==> config.mk <==
export PLATFORM = sky130hd
export DESIGN_NAME = vga_plot_ctrl_flat
export DESIGN_NICKNAME = d
export VERILOG_FILES = /design/src/rtl/vga_pkg.sv /design/src/rtl/vga_plot_ctrl_if.sv /design/src/rtl/plot_fifo.sv /design/src/rtl/vga_plot_ctrl.sv /design/src/flat_wrapper.sv
export SDC_FILE = /design/constraint.sdc
export NUM_CORES = 1
export LEC_CHECK = 0
export ABC_AREA = 1
export CORE_ASPECT_RATIO = 1.1
export CORE_MARGIN = 5
export CORE_UTILIZATION = 60
export DETAILED_ROUTE_END_ITERATION = 10
export PLACE_DENSITY = 0.87
export REMOVE_ABC_BUFFERS = 1
export SYNTH_ARGS = -nofsm -noshare
export SYNTH_HDL_FRONTEND = slang
export SYNTH_HIERARCHICAL = 1
export SYNTH_SLANG_ARGS = --single-unit
export TNS_END_PERCENT = 100
==> constraint.sdc <==
create_clock -name clk -period 3.8 [get_ports clk]
set_input_delay 0.38 -clock clk [delete_from_list [all_inputs] [get_ports clk]]
set_output_delay 0.38 -clock clk [all_outputs]
set_load 0.01 [all_outputs]
==> src/rtl/vga_pkg.sv <==
// Shared types and constants for the VGA plot controller.
package vga_pkg;

  localparam int unsigned XRES_DEF = 160;
  localparam int unsigned YRES_DEF = 120;
  localparam int unsigned CW       = 3;

  localparam logic [1:0] REG_X   = 2'd0;
  localparam logic [1:0] REG_Y   = 2'd1;
  localparam logic [1:0] REG_COL = 2'd2;
  localparam logic [1:0] REG_CMD = 2'd3;

  typedef enum logic {OP_PLOT, OP_FILL} opcode_t;

  typedef enum logic [1:0] {ST_IDLE, ST_PLOT, ST_FILL} state_t;

  typedef struct packed {
    opcode_t       op;
    logic [7:0]    x;
    logic [6:0]    y;
    logic [CW-1:0] colour;
  } plot_cmd_t;

endpackage

==> src/rtl/vga_plot_ctrl_if.sv <==
// CPU port-write bus into the plot controller.
interface vga_plot_ctrl_if;
  logic       wr_en;
  logic [1:0] wr_addr;
  logic [7:0] wr_data;

  modport master (output wr_en, output wr_addr, output wr_data);
  modport slave  (input  wr_en, input  wr_addr, input  wr_data);
endinterface

==> src/rtl/plot_fifo.sv <==
// Synchronous command FIFO; a push into a full queue succeeds only alongside a pop.
module plot_fifo
  import vga_pkg::*;
#(
  parameter int unsigned DEPTH = 4
) (
  input  logic                     clk,
  input  logic                     reset,
  input  logic                     push,
  input  logic                     pop,
  input  plot_cmd_t                din,
  output plot_cmd_t                dout,
  output logic                     full,
  output logic                     empty,
  output logic [$clog2(DEPTH):0]   count
);
  localparam int unsigned AW = $clog2(DEPTH);

  plot_cmd_t      r_mem [DEPTH];
  logic [AW-1:0]  r_wr;
  logic [AW-1:0]  r_rd;
  logic [AW:0]    r_cnt;
  logic           w_do_pop;
  logic           w_do_push;

  assign empty     = (r_cnt == '0);
  assign full      = (r_cnt == (AW+1)'(DEPTH));
  assign count     = r_cnt;
  assign dout      = r_mem[r_rd];
  assign w_do_pop  = pop && !empty;
  assign w_do_push = push && (!full || w_do_pop);

  always_ff @(posedge clk or posedge reset) begin
    if (reset) begin
      r_wr  <= '0;
      r_rd  <= '0;
      r_cnt <= '0;
    end else begin
      if (w_do_push) r_wr <= r_wr + 1'b1;
      if (w_do_pop)  r_rd <= r_rd + 1'b1;
      if (w_do_push && !w_do_pop)      r_cnt <= r_cnt + 1'b1;
      else if (w_do_pop && !w_do_push) r_cnt <= r_cnt - 1'b1;
    end
  end

  always_ff @(posedge clk) begin
    if (w_do_push) r_mem[r_wr] <= din;
  end

endmodule

==> src/rtl/vga_plot_ctrl.sv <==
// CPU write staging, command queue and pixel FSM driving vga_adapter.
// Colour width comes from vga_pkg::CW so queue entries and ports always agree.
module vga_plot_ctrl
  import vga_pkg::*;
#(
  parameter int unsigned XRES       = XRES_DEF,
  parameter int unsigned YRES       = YRES_DEF,
  parameter int unsigned FIFO_DEPTH = 4
) (
  input  logic            clk,
  input  logic            reset,
  vga_plot_ctrl_if.slave  cpu,
  output logic [7:0]      vga_x,
  output logic [6:0]      vga_y,
  output logic [CW-1:0]   vga_colour,
  output logic            vga_plot,
  output logic            busy,
  output logic            overflow
);
  localparam logic [7:0] XLAST = 8'(XRES - 1);
  localparam logic [6:0] YLAST = 7'(YRES - 1);
  localparam logic [8:0] XLIM  = 9'(XRES);
  localparam logic [7:0] YLIM  = 8'(YRES);

  logic [7:0]    r_sx;
  logic [6:0]    r_sy;
  logic [CW-1:0] r_scol;
  logic          r_ovf;
  state_t        r_state, w_nxt_state;
  logic [7:0]    r_x, w_nxt_x;
  logic [6:0]    r_y, w_nxt_y;
  logic [CW-1:0] r_col, w_nxt_col;
  logic          r_plot, w_nxt_plot;

  logic          w_cmd, w_push, w_pop, w_full, w_empty;
  plot_cmd_t     w_cmd_pkt, w_head;
  logic [$clog2(FIFO_DEPTH):0] w_count;

  assign w_cmd  = cpu.wr_en && (cpu.wr_addr == REG_CMD);
  assign w_push = w_cmd && (cpu.wr_data[1] || cpu.wr_data[0]);

  always_comb begin
    w_cmd_pkt        = '0;
    w_cmd_pkt.op     = cpu.wr_data[1] ? OP_FILL : OP_PLOT;
    w_cmd_pkt.x      = r_sx;
    w_cmd_pkt.y      = r_sy;
    w_cmd_pkt.colour = r_scol;
  end

  plot_fifo #(.DEPTH(FIFO_DEPTH)) u_fifo (
    .clk   (clk),
    .reset (reset),
    .push  (w_push),
    .pop   (w_pop),
    .din   (w_cmd_pkt),
    .dout  (w_head),
    .full  (w_full),
    .empty (w_empty),
    .count (w_count)
  );

  always_ff @(posedge clk or posedge reset) begin
    if (reset) begin
      r_sx   <= '0;
      r_sy   <= '0;
      r_scol <= '0;
      r_ovf  <= 1'b0;
    end else begin
      if (cpu.wr_en && cpu.wr_addr == REG_X)   r_sx   <= cpu.wr_data;
      if (cpu.wr_en && cpu.wr_addr == REG_Y)   r_sy   <= cpu.wr_data[6:0];
      if (cpu.wr_en && cpu.wr_addr == REG_COL) r_scol <= cpu.wr_data[CW-1:0];
      // A dropped push wins over a same-cycle clear request.
      if (w_push && w_full && !w_pop)       r_ovf <= 1'b1;
      else if (w_cmd && cpu.wr_data[7])     r_ovf <= 1'b0;
    end
  end

  always_comb begin
    w_nxt_state = r_state;
    w_nxt_x     = r_x;
    w_nxt_y     = r_y;
    w_nxt_col   = r_col;
    w_nxt_plot  = 1'b0;
    w_pop       = 1'b0;
    case (r_state)
      ST_IDLE: begin
        if (!w_empty) begin
          w_pop     = 1'b1;
          w_nxt_col = w_head.colour;
          if (w_head.op == OP_FILL) begin
            w_nxt_x     = '0;
            w_nxt_y     = '0;
            w_nxt_plot  = 1'b1;
            w_nxt_state = ST_FILL;
          end else begin
            w_nxt_x     = w_head.x;
            w_nxt_y     = w_head.y;
            w_nxt_plot  = ({1'b0, w_head.x} < XLIM) && ({1'b0, w_head.y} < YLIM);
            w_nxt_state = ST_PLOT;
          end
        end
      end
      ST_PLOT: w_nxt_state = ST_IDLE;
      ST_FILL: begin
        if (r_x == XLAST) begin
          if (r_y == YLAST) begin
            w_nxt_state = ST_IDLE;
          end else begin
            w_nxt_x    = '0;
            w_nxt_y    = r_y + 1'b1;
            w_nxt_plot = 1'b1;
          end
        end else begin
          w_nxt_x    = r_x + 1'b1;
          w_nxt_plot = 1'b1;
        end
      end
      default: w_nxt_state = ST_IDLE;
    endcase
  end

  always_ff @(posedge clk or posedge reset) begin
    if (reset) begin
      r_state <= ST_IDLE;
      r_x     <= '0;
      r_y     <= '0;
      r_col   <= '0;
      r_plot  <= 1'b0;
    end else begin
      r_state <= w_nxt_state;
      r_x     <= w_nxt_x;
      r_y     <= w_nxt_y;
      r_col   <= w_nxt_col;
      r_plot  <= w_nxt_plot;
    end
  end

  assign vga_x      = r_x;
  assign vga_y      = r_y;
  assign vga_colour = r_col;
  assign vga_plot   = r_plot;
  assign overflow   = r_ovf;
  assign busy       = (r_state != ST_IDLE) || (w_count != '0);

endmodule

==> src/flat_wrapper.sv <==
// flat-port wrapper written by rule: the top's interface ports become plain ports
module vga_plot_ctrl_flat import vga_pkg::*;
#(
  parameter int unsigned XRES       = XRES_DEF,
  parameter int unsigned YRES       = YRES_DEF,
  parameter int unsigned FIFO_DEPTH = 4
)
  (clk, reset, vga_x, vga_y, vga_colour, vga_plot, busy, overflow, cpu_wr_en, cpu_wr_addr, cpu_wr_data);
  vga_plot_ctrl_if cpu_i ();
  input  logic clk;
  input  logic reset;
  output logic [7:0] vga_x;
  output logic [6:0] vga_y;
  output logic [CW-1:0] vga_colour;
  output logic vga_plot;
  output logic busy;
  output logic overflow;
  input wire logic [$bits(cpu_i.wr_en)-1:0] cpu_wr_en;
  input wire logic [$bits(cpu_i.wr_addr)-1:0] cpu_wr_addr;
  input wire logic [$bits(cpu_i.wr_data)-1:0] cpu_wr_data;
  assign cpu_i.wr_en = cpu_wr_en;
  assign cpu_i.wr_addr = cpu_wr_addr;
  assign cpu_i.wr_data = cpu_wr_data;
  vga_plot_ctrl #(.XRES(XRES), .YRES(YRES), .FIFO_DEPTH(FIFO_DEPTH)) u_core (.clk(clk), .reset(reset), .cpu(cpu_i), .vga_x(vga_x), .vga_y(vga_y), .vga_colour(vga_colour), .vga_plot(vga_plot), .busy(busy), .overflow(overflow));
endmodule
After elaboration in Yosys (flattened, before gate mapping). Memories as Yosys holds them, arrays and structs flattened. Index checks and enable logic that the tools add are counted.

Latch bits: 0. Register bits after elaboration: 47. RAM bits: 76. ROM bits: 0. Memories kept: 1. Output and inout bits: 21. Input port bits: 13. Word-level logic and storage cells: 96.

Bitwise operators: 1. Magnitude comparators: 2. $mul: 0. Add/sub/neg operators: 6. Shifts and indexed selects: 0. Div/mod/pow operators: 0. Equal/unequal tests: 12. Mux-type cells: 29. Reductions and logical operators: 33.

Memories: u_core.u_fifo.r_mem (words 4, width 19, read ports 1, clocked after Yosys merged registers in 0, wr ports 1, RTL line plot_fifo.sv:19) `plot_cmd_t r_mem [DEPTH];`.

Operator list (count): 8-bit two-way mux (4); 7-bit two-way mux (4); 8-bit one-hot mux with 2 select lines (1); 7-bit one-hot mux with 2 select lines (1); 1-bit logical AND (13); 1-bit two-way mux (11); 8-bit by 1-bit adder with 8-bit output, second input constant (1); 8-bit == test, second input constant (1); 8-bit less-than comparator, second input constant (1); 2-bit two-way mux (4); 2-bit nonzero test (4); 7-bit by 1-bit adder with 7-bit output, second input constant (1); 7-bit == test, second input constant (1); 7-bit less-than comparator, second input constant (1); 2-bit == test, second input constant (3); 3-bit two-way mux (2); 3-bit AND reduction (2); 1-bit logical NOT (5); 2-bit by 1-bit adder with 2-bit output, second input constant (2); 2-bit logical NOT (2); 2-bit by 1-bit != test with 1-bit output, second input constant (2); 2-bit != test, second input constant (2); 2-bit one-hot mux with 2 select lines (1); 4-bit AND reduction (1); 11 further kinds (13).

Longest topological paths before layout.
Word-level depth: 10. Gate-level depth with buffers: 16. Depth with buffers taken out: 16.

Hierarchy. The synthesis kept the hierarchy.

By module, submodules not included: plot_fifo (times used 1, area each 3397.0 um^2, cells an instance 267, seq. area each 2457.4 um^2); vga_plot_ctrl (times used 1, area each 2094.5 um^2, cells an instance 270, seq. area each 1001.0 um^2).

Worst setup path after synthesis. Ideal clock, no wire load.

Path kind: register -> register. Start point: reg u_core.u_fifo.r_cnt[0] (netlist: u_core/u_fifo/count[0]). End point: mem u_core/u_fifo/r_mem[0][0] in the netlist's numbering, enable pin. Library setup time: 0.395 ns. Data required time: 3.405 ns. Period minus slack after synthesis: 2.371 ns. Setup slack: 1.429 ns. Path buffers: 0. Data arrival time: 1.976 ns. Cell stages (with the launch flop): 9. Cell sequence: dfrtp_1 > nor2_1 > nand2_1 > inv_1 > nor2_8 > inv_1 > nand3_1 > nand2_2 > nor2_1.

Word-level cells in the longest chain between the ends: 8. Elaborated cells between the ends (all ways): 11. Classes of those cells: 1 x eq/ne; 4 x mux; 6 x reduce/logical.

RTL lines: start, declared (RTL line plot_fifo.sv:22) `logic [AW:0] r_cnt;`; start signal, assigned (RTL line plot_fifo.sv:41) `if (w_do_push && !w_do_pop) r_cnt <= r_cnt + 1'b1;`; start signal, assigned (RTL line plot_fifo.sv:42) `else if (w_do_pop && !w_do_push) r_cnt <= r_cnt - 1'b1;`; 3-bit logical NOT (RTL line plot_fifo.sv:26) `assign empty = (r_cnt == '0);`; via u_core.w_empty (RTL line vga_plot_ctrl.sv:35) `logic w_cmd, w_push, w_pop, w_full, w_empty;`; 1-bit two-way mux (RTL line vga_plot_ctrl.sv:87) `if (!w_empty) begin`; 1-bit two-way mux (RTL line vga_plot_ctrl.sv:85) `case (r_state)`; via u_core.w_pop (RTL line vga_plot_ctrl.sv:35); 1-bit logical AND (RTL line plot_fifo.sv:30) `assign w_do_pop = pop && !empty;`; 1-bit logical OR (RTL line plot_fifo.sv:31) `assign w_do_push = push && (!full || w_do_pop);`; 1-bit logical AND (RTL line plot_fifo.sv:31); 1-bit two-way mux (RTL line plot_fifo.sv:47) `if (w_do_push) r_mem[r_wr] <= din;`; 1-bit two-way mux (not written as such) (RTL line plot_fifo.sv:47); end, declared (RTL line plot_fifo.sv:19).

The timed path passes the listed nets, and every way through them passes these cells.

Worst setup path after layout.
Start point: reg u_core.r_state[1]. End point: out busy.

Word-level cells in the longest chain between the ends: 2.

RTL lines: start, declared (RTL line vga_plot_ctrl.sv:29) `state_t r_state, w_nxt_state;`; start signal, assigned (RTL line vga_plot_ctrl.sv:130) `r_state <= w_nxt_state;`; 2-bit nonzero test (RTL line vga_plot_ctrl.sv:143) `assign busy = (r_state != ST_IDLE) || (w_count != '0);`; 1-bit logical OR (RTL line vga_plot_ctrl.sv:143); end, declared (RTL line flat_wrapper.sv:16) `output logic busy;`.

Every way passes these cells.

==> metrics.csv <==
stage;metric;value;unit
yosys;syn_area;5490;um^2
critical_path;critPathRequiredTime;3.42;ns
pwr;power;4.30;mW
yosys;yosysWarningCount;6;
global_route;grt_pass1_wl;18700;um
clocking;cts-htree-levels;4;
finish;stdcell_count;704;
drt;dr.first_iter.drc_count;365;
drt;top_layer;met4;
finish;fillerInstances;588;
critical_path;r2r_cells;15;
yosys;synth.distinct_cells;33;
critical_path;crit_fanout;2;
yosys;seq_area_frac_synth;63.0;%
global_route;grt_pass1_vias;4062;
global_route;track_usage;22.5;%
run;cap_violations;0;
yosys;synth_seq_cells;123;
timing;rsz0062_at_grt;false;
critical_path;start_kind;register;
finish;final_util;71.8;%
drt;num_vias;3966;
timing;slew_headroom;54.4;%
clocking;cts_resized;0;
critical_path;timing.rr.start;u_core/u_fifo/count[0]$_DFFE_PP0P_;
clocking;cts_tree;done;
critical_path;cp.arrival;2.09;ns
floorplanning;fp.dieH;110;um
floorplanning;dieArea;11200;um^2
timing;hold_violations;0;
timing;fin_setup_tns;0;ns
drt;post_drt_wl_per_cell;16.2;um
clocking;cts_num_sinks;123;
critical_path;worstSetupPathType;reg2out;
place;portBuffers;33;
timing;tightest_slew;0.684;ns
drt;routed_via_density;5.63;
timing;fmax;0.406;GHz
floorplanning;die_w;101;um
critical_path;r2r-end;u_core/u_fifo/count[2]$_DFFE_PP0P_;
place;place.gp.congestion;0.802;
clocking;clkTransAtPathRegs;0.05;ns
drt;wl_met2;5900;um
place;dp_cells;672;
timing;slew_viol_final;0;
critical_path;end_kind;output pin;
min_path;hold_class;in2async;
global_route;antenna_found_initial;0;
floorplanning;start_util;61.6;%
finish;nets;598;
run_status;status;complete, no violations;
yosys;synth_area_per_cell;10.2;um^2
drt;drc;0;
floorplanning;rows;36;
global_route;globalRoute.totalOverflow;0;
global_route;grt_max_degree;41;
yosys;synth_edf_count;76;
drt;drt_wl_total;11400;um
timing;final-setup-viol-count;0;
timing;fin_crit_sh;64.9;%
clocking;cts-root-buf;clkbuf_8;
finish;syn_to_final_growth;16.6;%
critical_path;rrSetupSlack;1.34;ns
clocking;clock_path_buffers;2;
clocking;cts-buffers-inserted;17;
drt;drt-met1-wl;4250;um
finish;layout-drive-gt1-share;10.5;%
yosys;yosys_most_used_dff;edfxtp_1;
timing;fin_crit;2.47;ns
yosys;syn_inst;537;
drt;dr_wl_met3;802;um
clocking;post_cts_buffers;0;
clocking;ctsHoldBuffers;0;
timing;finClkSkew;0.00809;ns
drt;antenna_left;0;
floorplanning;ioPinCount;34;
yosys;synthArstFlopShare;38.2;%
finish;antennaDiodeCount;0;
pwr;leakagePower;2.66;nW
floorplanning;core-area;8920;um^2
pwr;powerDensity;671;nW/um^2
clocking;insertion_delay;0.52;ns
drt;first_pass_iters;5;
place;place_hpwl;7280;um
pwr;ir_drop;0.000454;V
-- metal layers --
layer	GRT usage (%)	vias to the layer above
li1	-	1877
met3	6.54	48
met2	39.0	158
met1	24.3	1883
met5	0	-
met4	13.4	0
-- cell type report --
class                           count  area [um^2]  share of cell area [%]
Sequential cell                   123         3460                    54.0
Multi-Input combinational cell    353         1720                    26.9
Clock buffer                       29          499                    7.80
Timing Repair Buffer               39          375                    5.86
Inverter                           43          164                    2.56
Tap cell                          114          143                    2.23
Clock inverter                      3         40.0                   0.625
-- synthesized netlist by cell type, types with 2 or more instances --
cell,instances,area (um^2)
a22oi_1,2,15.0
nor3_1,2,10.0
o21ai_1,48,240
o21ai_0,25,125
nand2_4,3,33.8
inv_1,38,143
nand3_1,24,120
nand4_1,2,12.5
ha_1,7,87.6
inv_2,4,15.0
nor2_1,76,285
dfrtp_1,47,1180
buf_6,6,67.6
edfxtp_1,76,2280
buf_2,4,20.0
o21bai_1,2,15.0
clkbuf_1,2,7.51
o211ai_1,2,15.0
xnor2_1,2,17.5
nor2_4,2,22.5
buf_4,5,37.5
a21oi_1,3,15.0
o21ai_2,15,131
nand2_2,3,18.8
nand2_1,129,484
-- flip-flops by register name, summed over array words and instances, names as in the netlist --
signal and flops:
u_core/u_fifo/r_mem 76, u_core/vga_plot 1, u_core/r_sx 8, u_core/r_state 2, u_core/r_scol 3, u_core/vga_colour 3
u_core/vga_y 7, u_core/r_sy 7, u_core/u_fifo/r_rd 2, u_core/u_fifo/r_wr 2, u_core/vga_x 8, u_core/overflow 1
u_core/u_fifo/count 3
-- worst max-delay path: stages (launching register included) --
cell and delay [ns]:
dfrtp_1 0.39, or2_4 0.29, or4_1 0.40, clkdlybuf4s50_1 0.49
-- per-stage QoR --
| stage | setup slack [ns] | hold WS (ns) | cell area (um^2) |
|---|---|---|---|
| 6_report | 1.33 | 0.123 | 6400 |
| 5_1_grt | 1.17 | 0.142 | 6400 |
| 4_1_cts | 1.30 | 0.115 | 6400 |
| 3_5_place_dp | 1.18 | 0.458 | 5860 |
| 3_3_place_gp | 1.32 | 0.459 | 5860 |
| 2_1_floorplan | 1.43 | 0.183 | 5340 |
-- worst max path at each step --
stage	end	slack, ns	start
finish	busy	1.33	u_core/r_state[1]$_DFFE_PP0P_
detailed placement	u_core/u_fifo/count[2]$_DFFE_PP0P_	1.18	cpu_wr_addr[0]
global route	u_core/u_fifo/count[2]$_DFFE_PP0P_	1.17	u_core/u_fifo/count[0]$_DFFE_PP0P_
floorplan	u_core/u_fifo/r_mem[0][0]$_DFFE_PP_	1.43	u_core/u_fifo/count[0]$_DFFE_PP0P_
global placement	u_core/u_fifo/count[2]$_DFFE_PP0P_	1.32	cpu_wr_data[1]
CTS	busy	1.30	u_core/r_state[1]$_DFFE_PP0P_
-- where the power goes --
group	switching, mW	internal (mW)	total [mW]	leakage [nW]
logic	0.588	0.426	1.01	1.13
clock network	0.511	0.934	1.45	0.265
registers	0.198	1.64	1.84	1.26
total	1.30	3.00	4.30	2.66
-- layout by cell type (no fill, tap or decap), drive strengths merged, types with 2 or more instances in the layout --
cell type / count
nand2: 135
o21ai: 88
nor2: 80
edfxtp: 76
dfrtp: 47
inv: 43
clkdlybuf4s50: 33
clkbuf: 29
nand3: 25
ha: 7
buf: 6
a21oi: 3
clkinv: 2
a22oi: 2
o21bai: 2
nand4: 2
o211ai: 2
nor3: 2
xnor2: 2
-- logic make-up (layout without fill, tap and decap cells) --
group,after synthesis,in the layout,share of synthesized area (%)
xor+xnor,2,2,0.319
compound gates,97,97,10.1
fa+ha+maj,8,8,1.96
flops,123,123,63.0
simple gates,246,246,18.9
buf+inv,61,114,5.67
(Power assumes the default switching activity.)
